<file path="src/rtl/exp_scheduler.sv">
// exp_scheduler: round-robin arbiter in front of a single fast-exponentiation core.
// One request is outstanding at a time. The winner's operands go to the core with a
// one-cycle start pulse. The core result goes back to that requester once the core
// raises ready again.
//
// Ports:
//   clk_i, nrst_i        clock, asynchronous active-low reset (shared with the core)
//   req_i                request bit per requester
//   req_x_i, req_n_i     packed 16-bit base / 8-bit exponent per requester
//   gnt_o                one-hot, one-cycle pulse when a request is accepted
//   rsp_valid_o          one-hot, one-cycle pulse marking the owner of rsp_data_o
//   rsp_data_o           core result (x^n mod 2^16)
//   busy_o               high from the accept edge until the response edge
//   core_start_o         start pulse to the core
//   core_x_o, core_n_o   operands to the core; they hold after launch
//   core_ready_i         core idle/done flag
//   core_out_i           core result
module exp_scheduler #(
    parameter int unsigned NREQ = 4
) (
    input  logic                 clk_i,
    input  logic                 nrst_i,
    input  logic [NREQ-1:0]      req_i,
    input  logic [16*NREQ-1:0]   req_x_i,
    input  logic [8*NREQ-1:0]    req_n_i,
    output logic [NREQ-1:0]      gnt_o,
    output logic [NREQ-1:0]      rsp_valid_o,
    output logic [15:0]          rsp_data_o,
    output logic                 busy_o,
    output logic                 core_start_o,
    output logic [15:0]          core_x_o,
    output logic [7:0]           core_n_o,
    input  logic                 core_ready_i,
    input  logic [15:0]          core_out_i
);

    localparam int unsigned IdxW = $clog2(NREQ);

    typedef enum logic [1:0] {StIdle, StLaunch, StWait} state_e;

    state_e            state_q;
    logic [IdxW-1:0]   ptr_q;
    logic [IdxW-1:0]   idx_q;
    logic [NREQ-1:0]   gnt_q;
    logic [NREQ-1:0]   rsp_valid_q;
    logic [15:0]       rsp_data_q;
    logic              busy_q;
    logic              core_start_q;
    logic [15:0]       core_x_q;
    logic [7:0]        core_n_q;

    logic [15:0]       x_arr [NREQ];
    logic [7:0]        n_arr [NREQ];

    logic              pick_found;
    logic [IdxW-1:0]   pick_idx;
    logic [IdxW-1:0]   ptr_next;
    logic [IdxW:0]     sum;
    logic [IdxW-1:0]   cand;

    for (genvar g = 0; g < NREQ; g++) begin : g_unpack
        assign x_arr[g] = req_x_i[16*g +: 16];
        assign n_arr[g] = req_n_i[8*g +: 8];
    end

    // First set request at or after ptr_q, wrapping modulo NREQ.
    always_comb begin
        pick_found = 1'b0;
        pick_idx   = '0;
        sum        = '0;
        cand       = '0;
        for (int unsigned i = 0; i < NREQ; i++) begin
            sum = {1'b0, ptr_q} + (IdxW+1)'(i);
            if (sum >= (IdxW+1)'(NREQ)) begin
                sum = sum - (IdxW+1)'(NREQ);
            end
            cand = sum[IdxW-1:0];
            if (!pick_found && req_i[cand]) begin
                pick_found = 1'b1;
                pick_idx   = cand;
            end
        end
    end

    assign ptr_next = (pick_idx == IdxW'(NREQ - 1)) ? '0 : pick_idx + IdxW'(1);

    always_ff @(posedge clk_i or negedge nrst_i) begin
        if (!nrst_i) begin
            state_q      <= StIdle;
            ptr_q        <= '0;
            idx_q        <= '0;
            gnt_q        <= '0;
            rsp_valid_q  <= '0;
            rsp_data_q   <= '0;
            busy_q       <= 1'b0;
            core_start_q <= 1'b0;
            core_x_q     <= '0;
            core_n_q     <= '0;
        end else begin
            // Both pulses last exactly one cycle.
            gnt_q       <= '0;
            rsp_valid_q <= '0;
            unique case (state_q)
                StIdle: begin
                    if (core_ready_i && pick_found) begin
                        idx_q        <= pick_idx;
                        core_x_q     <= x_arr[pick_idx];
                        core_n_q     <= n_arr[pick_idx];
                        core_start_q <= 1'b1;
                        gnt_q        <= NREQ'(1) << pick_idx;
                        busy_q       <= 1'b1;
                        ptr_q        <= ptr_next;
                        state_q      <= StLaunch;
                    end
                end
                // The core's ready still reflects its pre-start state here, so it is ignored.
                StLaunch: begin
                    core_start_q <= 1'b0;
                    state_q      <= StWait;
                end
                StWait: begin
                    if (core_ready_i) begin
                        rsp_data_q  <= core_out_i;
                        rsp_valid_q <= NREQ'(1) << idx_q;
                        busy_q      <= 1'b0;
                        state_q     <= StIdle;
                    end
                end
                default: state_q <= StIdle;
            endcase
        end
    end

    assign gnt_o        = gnt_q;
    assign rsp_valid_o  = rsp_valid_q;
    assign rsp_data_o   = rsp_data_q;
    assign busy_o       = busy_q;
    assign core_start_o = core_start_q;
    assign core_x_o     = core_x_q;
    assign core_n_o     = core_n_q;

endmodule

</file>
<file path="config.mk">
export PLATFORM = sky130hd
export DESIGN_NAME = exp_scheduler
export DESIGN_NICKNAME = d
export VERILOG_FILES = /design/src/rtl/exp_scheduler.sv
export SDC_FILE = /design/constraint.sdc
export NUM_CORES = 1
export LEC_CHECK = 0
export CAP_MARGIN = 40
export CORE_MARGIN = 5
export CORE_UTILIZATION = 40
export CTS_CLUSTER_DIAMETER = 50
export DETAILED_ROUTE_END_ITERATION = 6
export PLACE_DENSITY = 0.87
export SLEW_MARGIN = 20
export SYNTH_ARGS = -nofsm -noshare
export SYNTH_HDL_FRONTEND = slang
export SYNTH_SLANG_ARGS = --single-unit
export TNS_END_PERCENT = 100
</file>
<file path="constraint.sdc">
create_clock -name clk_i -period 3.3 [get_ports clk_i]
set_clock_uncertainty 0.05 [all_clocks]
set_input_delay 0.99 -clock clk_i [delete_from_list [all_inputs] [get_ports clk_i]]
set_output_delay 0.99 -clock clk_i [all_outputs]
set_load 0.01 [all_outputs]
</file>
Yosys cells after proc, flatten, opt, wreduce, memory -nomap -nowiden --
Index checks and enable logic that the tools add are counted.
Storage, ports and cells: output and inout bits 50, word-level logic and storage cells 88, register bits after elaboration 56
Cells by class: bitwise logic cells 1, order comparisons 9, mux-type cells 38, shift-type cells 2, add/sub/neg operators 8, equal/unequal tests 5, reductions and logical operators 15
Operators by type and width (number):
- $bmux 16 s2 | 1
- $mux 16 | 2
- $mux 2 | 11
- $bmux 8 s2 | 1
- $mux 4 | 4
- $mux 8 | 2
- $ge 3x3->1 const B | 4
- $lt 2x3->1 const B | 4
- $mux 1 | 10
- $bmux 1 s2 | 4
- $reduce_and 2->1 | 4
- $shl 1x2->4 const A | 2
- $sub 2x1->2 const B | 4
- $add 2x2->3 const B | 2
- $pmux 2 s3 | 1
- $eq 2x2->1 const B | 2
- $logic_and 1x1->1 | 4
- $ne 2x2->1 const B | 2
- $pmux 1 s2 | 2
- $reduce_bool 2->1 | 2
- $add 2x1->3 const B | 1
- $ge 2x3->1 const B | 1
- $logic_not 1->1 | 3
- $not 2->3 | 1
- 4 further kinds | 4

Longest topological paths before layout --
word-level depth 18, mapped depth 8

Worst setup path after synthesis --
No wires, ideal clock.
kind input-to-reg, start point input port req_i[2], end point register core_n_q[0], in the netlist core_n_o[0], arrival 2.323 ns, stages on the path 7, slack 0.800 ns, required time 3.122 ns, cells stage by stage or4_4 -> nand3_4 -> inv_2 -> and3_1 -> buf_6 -> a222oi_1 -> nand2_1
Between the ends: cells in the longest elaborated chain, start to end 16, elaborated cells between the ends (all ways) 28, classes of those cells 19 x mux; 1 x bitwise; 8 x reduce/logical
RTL lines:
- start: declaration | line 23 | input logic [NREQ-1:0] req_i,
- $bmux 1 s2 | line 78 | if (!pick_found && req_i[cand]) begin
- $mux 1 (not written as such) | line 78
- $mux 1 | line 78
- $logic_not 1->1 | line 78
- $logic_and 1x1->1 | line 78
- $mux 1 | line 78
- $logic_not 1->1 | line 78
- $logic_and 1x1->1 | line 78
- $mux 1 | line 78
- $logic_not 1->1 | line 78
- $logic_and 1x1->1 | line 78
- $mux 2 | line 78
- $not 2->3 (not written as such) | line 108 | core_n_q <= n_arr[pick_idx];
- $bmux 8 s2 | line 108
- $mux 8 (not written as such) (2 in a row) | line 108
- end signal: assignment | line 108
- end: declaration | line 50 | logic [7:0] core_n_q;
Several ways; a longest one is shown, not always the timed one. The select of a mux whose other input is x is not followed. A chain may end at the register's enable or synchronous reset.

Final worst setup path --
start point input port req_i[1], end point register core_n_q[7], in the netlist core_n_o[7]
Same word-level chain as after synthesis.

==> results.py <==
metrics = {
    "worst_setup_path": {
        "criticalPathCategory": "in2reg",
        "critPathRequiredTime_ns": 3.46,
        "rrSetupSlack_ns": 1.06,
        "crit_arrival_ns": 3.16,
        "reg2reg_depth": 7,
        "end_kind": "register",
        "start_kind": "primary input",
        "cp_max_fo": 37,
    },
    "synthesis": {
        "synth_ff_type": "dfrtp_1",
        "syn_nets": 388,
        "synth_common_cells": "nand2_1 (86), dfrtp_1 (56), a22oi_1 (23), a32oi_1 (23), mux2_2 (19)",
        "ys_seq_area_share_pct": 51.1,
        "netlist_area_sq_um": 2740,
        "synthDominantCellAreaShare_pct": 51.1,
        "syn_avg_cell_area_sq_um": 10.2,
        "synth-edff-count": 0,
        "synth_cells": 268,
        "synthArstFlopShare_pct": 100,
        "synth_top_cell_by_area": "dfrtp_1",
        "yosysWarnings": 0,
        "synth.area.top_cells": "dfrtp_1 (51%), nand2_1 (12%), mux2_2 (7.8%)",
        "synth_cell_types": 34,
        "yosys.cell_count.top_type": "nand2_1",
        "ys_ff_latch": 56,
    },
    "flow_run": {
        "drv_cap": 0,
    },
    "timing": {
        "rsz0062_at_grt": "no",
        "fmax_mhz": 333,
        "hold_viol": 0,
        "period_minus_slack_ns": 3.00,
        "finalSetupViolations": 0,
        "worst_pin_slew_ns": 0.499,
        "slew_viol_final": 0,
        "maxSlewHeadroom_pct": 66.7,
        "fin_crit_sh_pct": 91.0,
        "fin_setup_tns_ns": 0,
    },
    "layout": {
        "seq_area_sq_um": 1400,
        "multi_input_area_sq_um": 1250,
        "fillCellCount": 524,
        "nets": 560,
        "diodes": 0,
        "drive_above_1_share_pct": 11.3,
        "fin_area_sq_um": 4670,
        "fin_cells": 521,
        "synthToLayoutAreaGrowth_pct": 70.2,
    },
    "min_path": {
        "hold_path_class": "reg2reg",
        "min_path_cells": 2,
    },
    "clocking": {
        "htreeDepth": 2,
        "cts.path.max_buffers": 2,
        "cts_resized": 0,
        "cts_setup_buffers": 0,
        "cts.hold.buffers_added": 0,
        "cts_tree": "built",
        "cts.clk_slew.worst_paths_ns": 0.11,
        "cts-root-buf": "clkbuf_8",
        "clock_latency_ns": 0.32,
        "cts_buffers": 5,
        "cts.sinks": 56,
    },
    "grt": {
        "overflow": 0,
        "antenna_found_initial": 0,
        "track_usage_pct": 22.9,
        "grt_max_degree": 38,
        "grt_pass1_vias": 2952,
        "grt_pass1_wl_um": 15300,
    },
    "route": {
        "wire_per_inst_um": 19.1,
        "drc": 0,
        "via_count": 2787,
        "wl_um": 9950,
        "ant_nets": 0,
        "via_per_inst": 5.35,
        "drt_iter0_drc": 92,
        "drtPass1Iterations": 4,
    },
    "placed_design": {
        "dp_cells": 513,
        "place.port_buffers": 168,
        "place_area_sq_um": 4570,
        "place_congestion": 0.853,
        "hpwl_um": 7880,
    },
    "die": {
        "pin_count": 169,
        "design.die.area_sq_um": 8610,
        "die_w_um": 92.8,
        "placementRows": 30,
        "coreArea_sq_um": 6720,
        "initial_utilization_pct": 40.8,
        "dieHeight_um": 92.8,
    },
    "power": {
        "total_power_mw": 3.28,
        "power.density_nw_per_um2": 703,
        "p_leak_nw": 2.05,
        "ir_worst_vdd_mv": 0.336,
    },
    "status": {
        "outcome": "finished, final reports clean",
    },
}
## metrics by stage
| stage | utilization (%) | setup WS, ns | hold WS (ns) |
|---|---|---|---|
| 5_1_grt | 69.5 | 0.217 | 0.476 |
| 3_3_place_gp | 67.9 | -0.0194 | 0.407 |
| 2_1_floorplan | - | 0.800 | 0.405 |
| 3_5_place_dp | 68.1 | 0.000244 | 0.411 |
| 4_1_cts | 69.5 | 0.318 | 0.437 |
| 6_report | 69.5 | 0.297 | 0.430 |
## cell usage in the layout, fill, tap and decap left out, types with 3 or more instances in the layout
| cell | instances |
|---|---|
| a22oi_1 | 23 |
| a32oi_1 | 23 |
| and2_1 | 3 |
| buf_4 | 11 |
| clkbuf_8 | 5 |
| clkdlybuf4s50_1 | 167 |
| dfrtp_1 | 56 |
| mux2_1 | 5 |
| mux2_2 | 19 |
| nand2_1 | 86 |
| nand2b_1 | 3 |
| nor2_1 | 4 |
| nor2b_1 | 3 |
## where the power goes
group	total, mW	leakage (nW)	internal (mW)	switching [mW]
logic	1.72	1.29	0.937	0.779
clock network	0.400	0.0452	0.155	0.244
registers	1.17	0.706	0.973	0.192
total	3.28	2.05	2.07	1.22
## state kept, by name, summed over array words and instances (netlist names)
| name | flops |
|---|---|
| busy_o | 1 |
| core_n_o | 8 |
| core_start_o | 1 |
| core_x_o | 16 |
| gnt_o | 4 |
| idx_q | 2 |
| ptr_q | 2 |
| rsp_data_o | 16 |
| rsp_valid_o | 4 |
| state_q | 2 |
## layout make-up
type	instances	share of cell area, %
repair buffers	182	38.8
flip-flops and latches	56	30.0
multi-input cells	191	26.7
well taps	80	2.14
clock buffers	5	1.47
clock inverters	3	0.536
inverters	4	0.322
## logic make-up (layout without fill, tap and decap cells)
kind of cell	after synthesis	after routing	synth area share (%)
AO/OA/AOI/OAI	58	58	17.5
AND/OR/NAND/NOR	107	107	16.8
multiplexers	25	25	10.2
adder cells (fa/ha/maj)	1	1	0.456
flip-flops	56	56	51.1
buffers and inverters	21	194	3.97
## worst max-delay path, stage by stage
cell	delay (ns)
clkdlybuf4s50_1	0.56
a21bo_2	0.27
a221oi_4	0.30
buf_12	0.26
buf_4	0.19
mux2_2	0.33
a32oi_1	0.18
nand2_1	0.08
## final timing paths
path,start,to
min,rsp_data_o[15],rsp_data_o[15]
min in group asynchronous,nrst_i,core_x_o[15]
max in group asynchronous,nrst_i,gnt_o[2]
max reg2reg,ptr_q[1],core_n_o[7]
min reg2reg,rsp_data_o[15],rsp_data_o[15]
max,req_i[1],core_n_o[7]
## layer usage
layer  up-vias  share of wire [%]  global-route usage (%)
li1       1307                  -                       -
met1      1363                 39                    27.5
met2        96                 53                    40.5
met3        21                5.2                    4.79
met4         0                2.7                    7.57
met5         -                  0                       0
Power figures use the tool's default switching activity.
